==> src/rtl/countdown_timer.sv <==
// Loadable down-counter timer: counts a loaded value down to zero, pulses done, then idles or auto-reloads.
// Latency: start with value N shows count=N after that edge and done (count=0) N edges later; zero-length start gives done after one edge.
// Backpressure: load_ready is high only in IDLE; load/start are ignored while the timer is RUN or DONE.
//
// Ports:
//   clock, reset            rising-edge clock, synchronous active-high reset
//   load_valid/load_value   load handshake (accepted when load_valid && load_ready)
//   load_ready              high only in IDLE
//   start, pause, stop      run control (start in IDLE, pause/stop in RUN, stop in DONE)
//   auto_reload             sampled in DONE: rerun from the reload value when non-zero
//   count, busy, done       current count, RUN/DONE indication, one-cycle terminal pulse
//   expire_cnt              wrapping tally of done pulses since reset
module countdown_timer #(
    parameter int WIDTH = 16,
    parameter int EXP_W = 8
) (
    input  logic             clock,
    input  logic             reset,
    input  logic             load_valid,
    input  logic [WIDTH-1:0] load_value,
    output logic             load_ready,
    input  logic             start,
    input  logic             pause,
    input  logic             stop,
    input  logic             auto_reload,
    output logic [WIDTH-1:0] count,
    output logic             busy,
    output logic             done,
    output logic [EXP_W-1:0] expire_cnt
);

    typedef enum logic [1:0] {
        IDLE = 2'd0,
        RUN  = 2'd1,
        DONE = 2'd2
    } state_t;

    localparam logic [WIDTH-1:0] ONE = WIDTH'(1);

    state_t           state;
    logic [WIDTH-1:0] reload_reg;
    logic [WIDTH-1:0] start_value;

    // A load presented in the same cycle as start takes effect immediately.
    assign start_value = load_valid ? load_value : reload_reg;

    always_ff @(posedge clock) begin
        if (reset) begin
            state      <= IDLE;
            count      <= '0;
            reload_reg <= '0;
            expire_cnt <= '0;
        end else begin
            case (state)
                IDLE: begin
                    if (load_valid) begin
                        reload_reg <= load_value;
                        count      <= load_value;
                    end
                    if (start) begin
                        if (start_value != '0) begin
                            state <= RUN;
                            count <= start_value;
                        end else begin
                            // Zero-length timer: straight to DONE so it still pulses once.
                            state      <= DONE;
                            count      <= '0;
                            expire_cnt <= expire_cnt + 1'b1;
                        end
                    end
                end

                RUN: begin
                    if (stop) begin
                        // Abort keeps the current count visible; no done, no tally.
                        state <= IDLE;
                    end else if (!pause) begin
                        // RUN is only entered with a non-zero count, so <= ONE is
                        // the terminal step; counting never goes below zero.
                        if (count <= ONE) begin
                            count      <= '0;
                            state      <= DONE;
                            expire_cnt <= expire_cnt + 1'b1;
                        end else begin
                            count <= count - ONE;
                        end
                    end
                end

                DONE: begin
                    if (stop) begin
                        state <= IDLE;
                    end else if (auto_reload && reload_reg != '0) begin
                        state <= RUN;
                        count <= reload_reg;
                    end else begin
                        state <= IDLE;
                    end
                end

                default: begin
                    state <= IDLE;
                    count <= '0;
                end
            endcase
        end
    end

    // Status outputs decode straight from the registered state.
    assign load_ready = (state == IDLE);
    assign busy       = (state == RUN) || (state == DONE);
    assign done       = (state == DONE);

endmodule

==> config.mk <==
export PLATFORM = sky130hd
export DESIGN_NAME = countdown_timer
export DESIGN_NICKNAME = d
export VERILOG_FILES = /design/src/rtl/countdown_timer.sv
export SDC_FILE = /design/constraint.sdc
export NUM_CORES = 1
export LEC_CHECK = 0
export ABC_AREA = 1
export BUFFER_PORTS_ARGS = -buffer_cell sky130_fd_sc_hd__buf_2
export CAP_MARGIN = 30
export CORE_MARGIN = 2
export CORE_UTILIZATION = 55
export CTS_CLUSTER_DIAMETER = 100
export DETAILED_ROUTE_END_ITERATION = 10
export PLACE_DENSITY = 0.88
export SYNTH_ARGS = -nofsm -noshare
export SYNTH_HDL_FRONTEND = slang
export SYNTH_SLANG_ARGS = --single-unit
==> constraint.sdc <==
create_clock -name clock -period 5.32 [get_ports clock]
set_input_delay 0.532 -clock clock [delete_from_list [all_inputs] [get_ports clock]]
set_output_delay 0.532 -clock clock [all_outputs]
set_load 0.05 [all_outputs]
==> flow_metrics.env <==
export IMPL_tightest_slew_ns=0.9589
export IMPL_path_max_fanout=32
export IMPL_cts_num_sinks=42
export IMPL_worst_setup_path_type="reg -> reg"
export IMPL_initial_core_util=0.5629
export IMPL_crit_top_cell="inv_2"
export IMPL_vias=3203
export IMPL_rr_startpoint="state[0]"
export IMPL_syn_area_mm2=0.002856
export IMPL_setup_worst_path_start="state[0]"
export IMPL_h_tree_depth=2
export IMPL_wl_mm=7.408
export IMPL_r2r_end="count[0]"
export IMPL_holdWs_ns=0.4758
export IMPL_cts_hold_buffers_added=0
export IMPL_r2r_cells=10
export IMPL_cp_data_arrival_time_ns=2.82
export IMPL_avgViaCountPerCell=5.365
export IMPL_yosysWarnings=0
export IMPL_clkTransAtPathRegs_ns=0.08
export IMPL_grt_max_degree=36
export IMPL_die_area_mm2=0.005786
export IMPL_wl_per_cell_um=12.41
export IMPL_cts_buffers_inserted=5
export IMPL_stdcell_count=597
export IMPL_start_kind="register"
export IMPL_synth_top_family_by_area="simple AND/OR/NAND/NOR gates"
export IMPL_synth_cell_types=28
export IMPL_finalCriticalPeriod_ns=2.591
export IMPL_seq_area_frac_synth=0.2943
export IMPL_max_clock_path_buffers=2
export IMPL_port_buffers=49
export IMPL_ys_ff_latch=42
export IMPL_grt_pass1_vias=2963
export IMPL_muxShareOfSynthArea=0
export IMPL_globalplace_congestion=0.9078
export IMPL_synth_simple_area_share=0.3386
export IMPL_grt_usage=0.2644
export IMPL_slowest_stage="nor2_2"
export IMPL_r2r_setup_slack_ns=2.73
export IMPL_synth_top_area_frac=0.2943
export IMPL_min_from="expire_cnt[4]"
export IMPL_skew_ns=0.007301
export IMPL_diodes=0
export IMPL_hold_viol_final=0
export IMPL_worst_skew_pair_late_latency_ns=0.30
export IMPL_rsz0062_at_grt="false"
export IMPL_drv_slew=0
export IMPL_post_cts_buffers=0
export IMPL_post_route_period_util=0.4870
export IMPL_synthXorXnorAreaFrac=0.03373
export IMPL_clockRootBuffer="clkbuf_8"
export IMPL_peakVddDrop_mv=0.1965
export IMPL_worstHoldPathCells=2
export IMPL_syn_inst=487
export IMPL_postSynthAreaPerCell_um2=5.865
export IMPL_num_rows=26
export IMPL_endpoint_kind="register"
export IMPL_grt_pass1_wl_mm=12.87
export IMPL_antenna_found_initial=0
export IMPL_fin_tns_setup_ns=0
export IMPL_min_to="expire_cnt[4]"
export IMPL_core_area_mm2=0.005075
export IMPL_final_antenna_net_count=0
export IMPL_max_clock_freq_mhz=386.0
export IMPL_dpl_cell_count=589
export IMPL_maxCapViolCount=0
export IMPL_cts_tree="built"
export IMPL_synthAdderAreaFrac=0.03066
export IMPL_die_x_um=76.07
export IMPL_io_pins=50
export IMPL_synthTopCellsByArea="dfxtp_1, nand2_1, a21oi_1"
export IMPL_run_status="finished clean"
export IMPL_critPathMaxStageDelay_ns=0.50
export IMPL_critPathRequiredTime_ns=5.55
export IMPL_cts_resized=0
export IMPL_die_h_um=76.07
export IMPL_synth_fp_nets=517
export IMPL_drc=0
export IMPL_setup_viol=0
export IMPL_area_growth_pct=11.74
export IMPL_drive_gt1_frac=0.1195
export IMPL_yosysTopAreaCell="dfxtp_1"
export IMPL_drt_initial_drc_count=273
export IMPL_dr_pass1_iters=5
export IMPL_nets=556
export IMPL_p_leak_nw=1.647
export IMPL_place_hpwl_mm=5.315
export IMPL_slew_headroom=0.3607
export IMPL_synth_compound_area_frac=0.1822
export IMPL_hold_path_class="reg -> reg"
export IMPL_utilization=0.6289
export IMPL_pwr_density_cell_mw_per_mm2=415.8
export IMPL_crit_chain="inv_1 -> ha_1 -> inv_2 -> nor2_4 -> inv_2 -> o21a_1 -> nand2_2 -> nor2_2 -> nand2_1 -> a21oi_1"
export IMPL_grt_overflow_total=0
[area by class of cell]
cell class / instances / area (um2)
inverters: 68 / 255.2
repair buffers: 49 / 245.2
multi-input cells: 360 / 1672
well taps: 70 / 87.58
clock buffers: 7 / 86.33
fillers: 508 / 1883
flip-flops and latches: 42 / 840.8
clock inverters: 1 / 5.005
[worst max-delay path, delay by kind of cell, from the launching register on]
family	cells	cell delay [ns]
fa+ha+maj	1	0.28
buf+inv	3	0.56
simple gates	4	1.00
flops	1	0.38
compound gates	2	0.28
[how the worst max path moves through the flow]
stage / to / slack, ns / cells after the start
floorplan: count[0] / 3.24 / 11
global placement: count[13] / 2.91 / 10
detailed placement: count[0] / 2.79 / 10
CTS: count[0] / 2.76 / 10
global route: count[14] / 2.39 / 10
finish: count[0] / 2.73 / 10
[layer usage]
metal,GRT usage,share of wire
met2,0.4571,0.46
met4,0.1164,0.037
met1,0.3257,0.43
met3,0.04147,0.072
met5,0,0
[cell families (layout without fill, tap and decap cells)]
logic type               Yosys count  count (layout)
AND/OR/NAND/NOR                  241             241
AO/OA/AOI/OAI                    101             101
buffers and inverters             85             125
flip-flops                        42              42
XOR/XNOR                          11              11
adder cells (fa/ha/maj)            7               7
[metrics by stage]
| step | cell area (um2) | setup WS (ns) | total power, mW |
|---|---|---|---|
| final | 3192 | 2.729 | 1.327 |
| after global routing | 3192 | 2.392 | 1.432 |
| after CTS | 3192 | 2.763 | 1.320 |
| after detailed placement | 3100 | 2.790 | 1.102 |
| after global placement | 3100 | 2.915 | 1.083 |
| after floorplan | 2856 | 3.237 | 0.9659 |
[cells in the final DEF (no fill, tap or decap), drive strengths merged]
cell / n
ha: 7
buf: 49
o21bai: 2
nor3: 2
clkinv: 2
inv: 67
nor2: 64
nand3: 23
xnor2: 6
nand3b: 1
a21o: 1
a21oi: 49
clkbuf: 7
o21a: 1
dfxtp: 42
nand4: 5
o211ai: 2
nand2: 146
xor2: 5
o21ai: 46
[where the power goes]
group | internal, mW | switching [mW]
clock network | 0.105 | 0.114
registers | 0.371 | 0.0606
logic | 0.201 | 0.476
total | 0.677 | 0.650
[cell usage after synthesis]
master	n
o21a_1	1
nor2_2	1
o21ai_1	1
clkinv_1	1
ha_1	7
nor2_4	1
nand2_1	144
nor3_1	2
buf_2	5
inv_2	3
nor2_1	62
nand3_1	23
nand2_2	2
buf_6	2
a21o_1	1
clkbuf_1	8
inv_1	64
o21ai_0	45
nand3b_1	1
buf_1	1
o21bai_1	2
a21oi_1	49
nand4_1	5
xor2_1	5
buf_4	1
dfxtp_1	42
xnor2_1	6
o211ai_1	2
No activity file was read; power rests on OpenSTA's default activity.
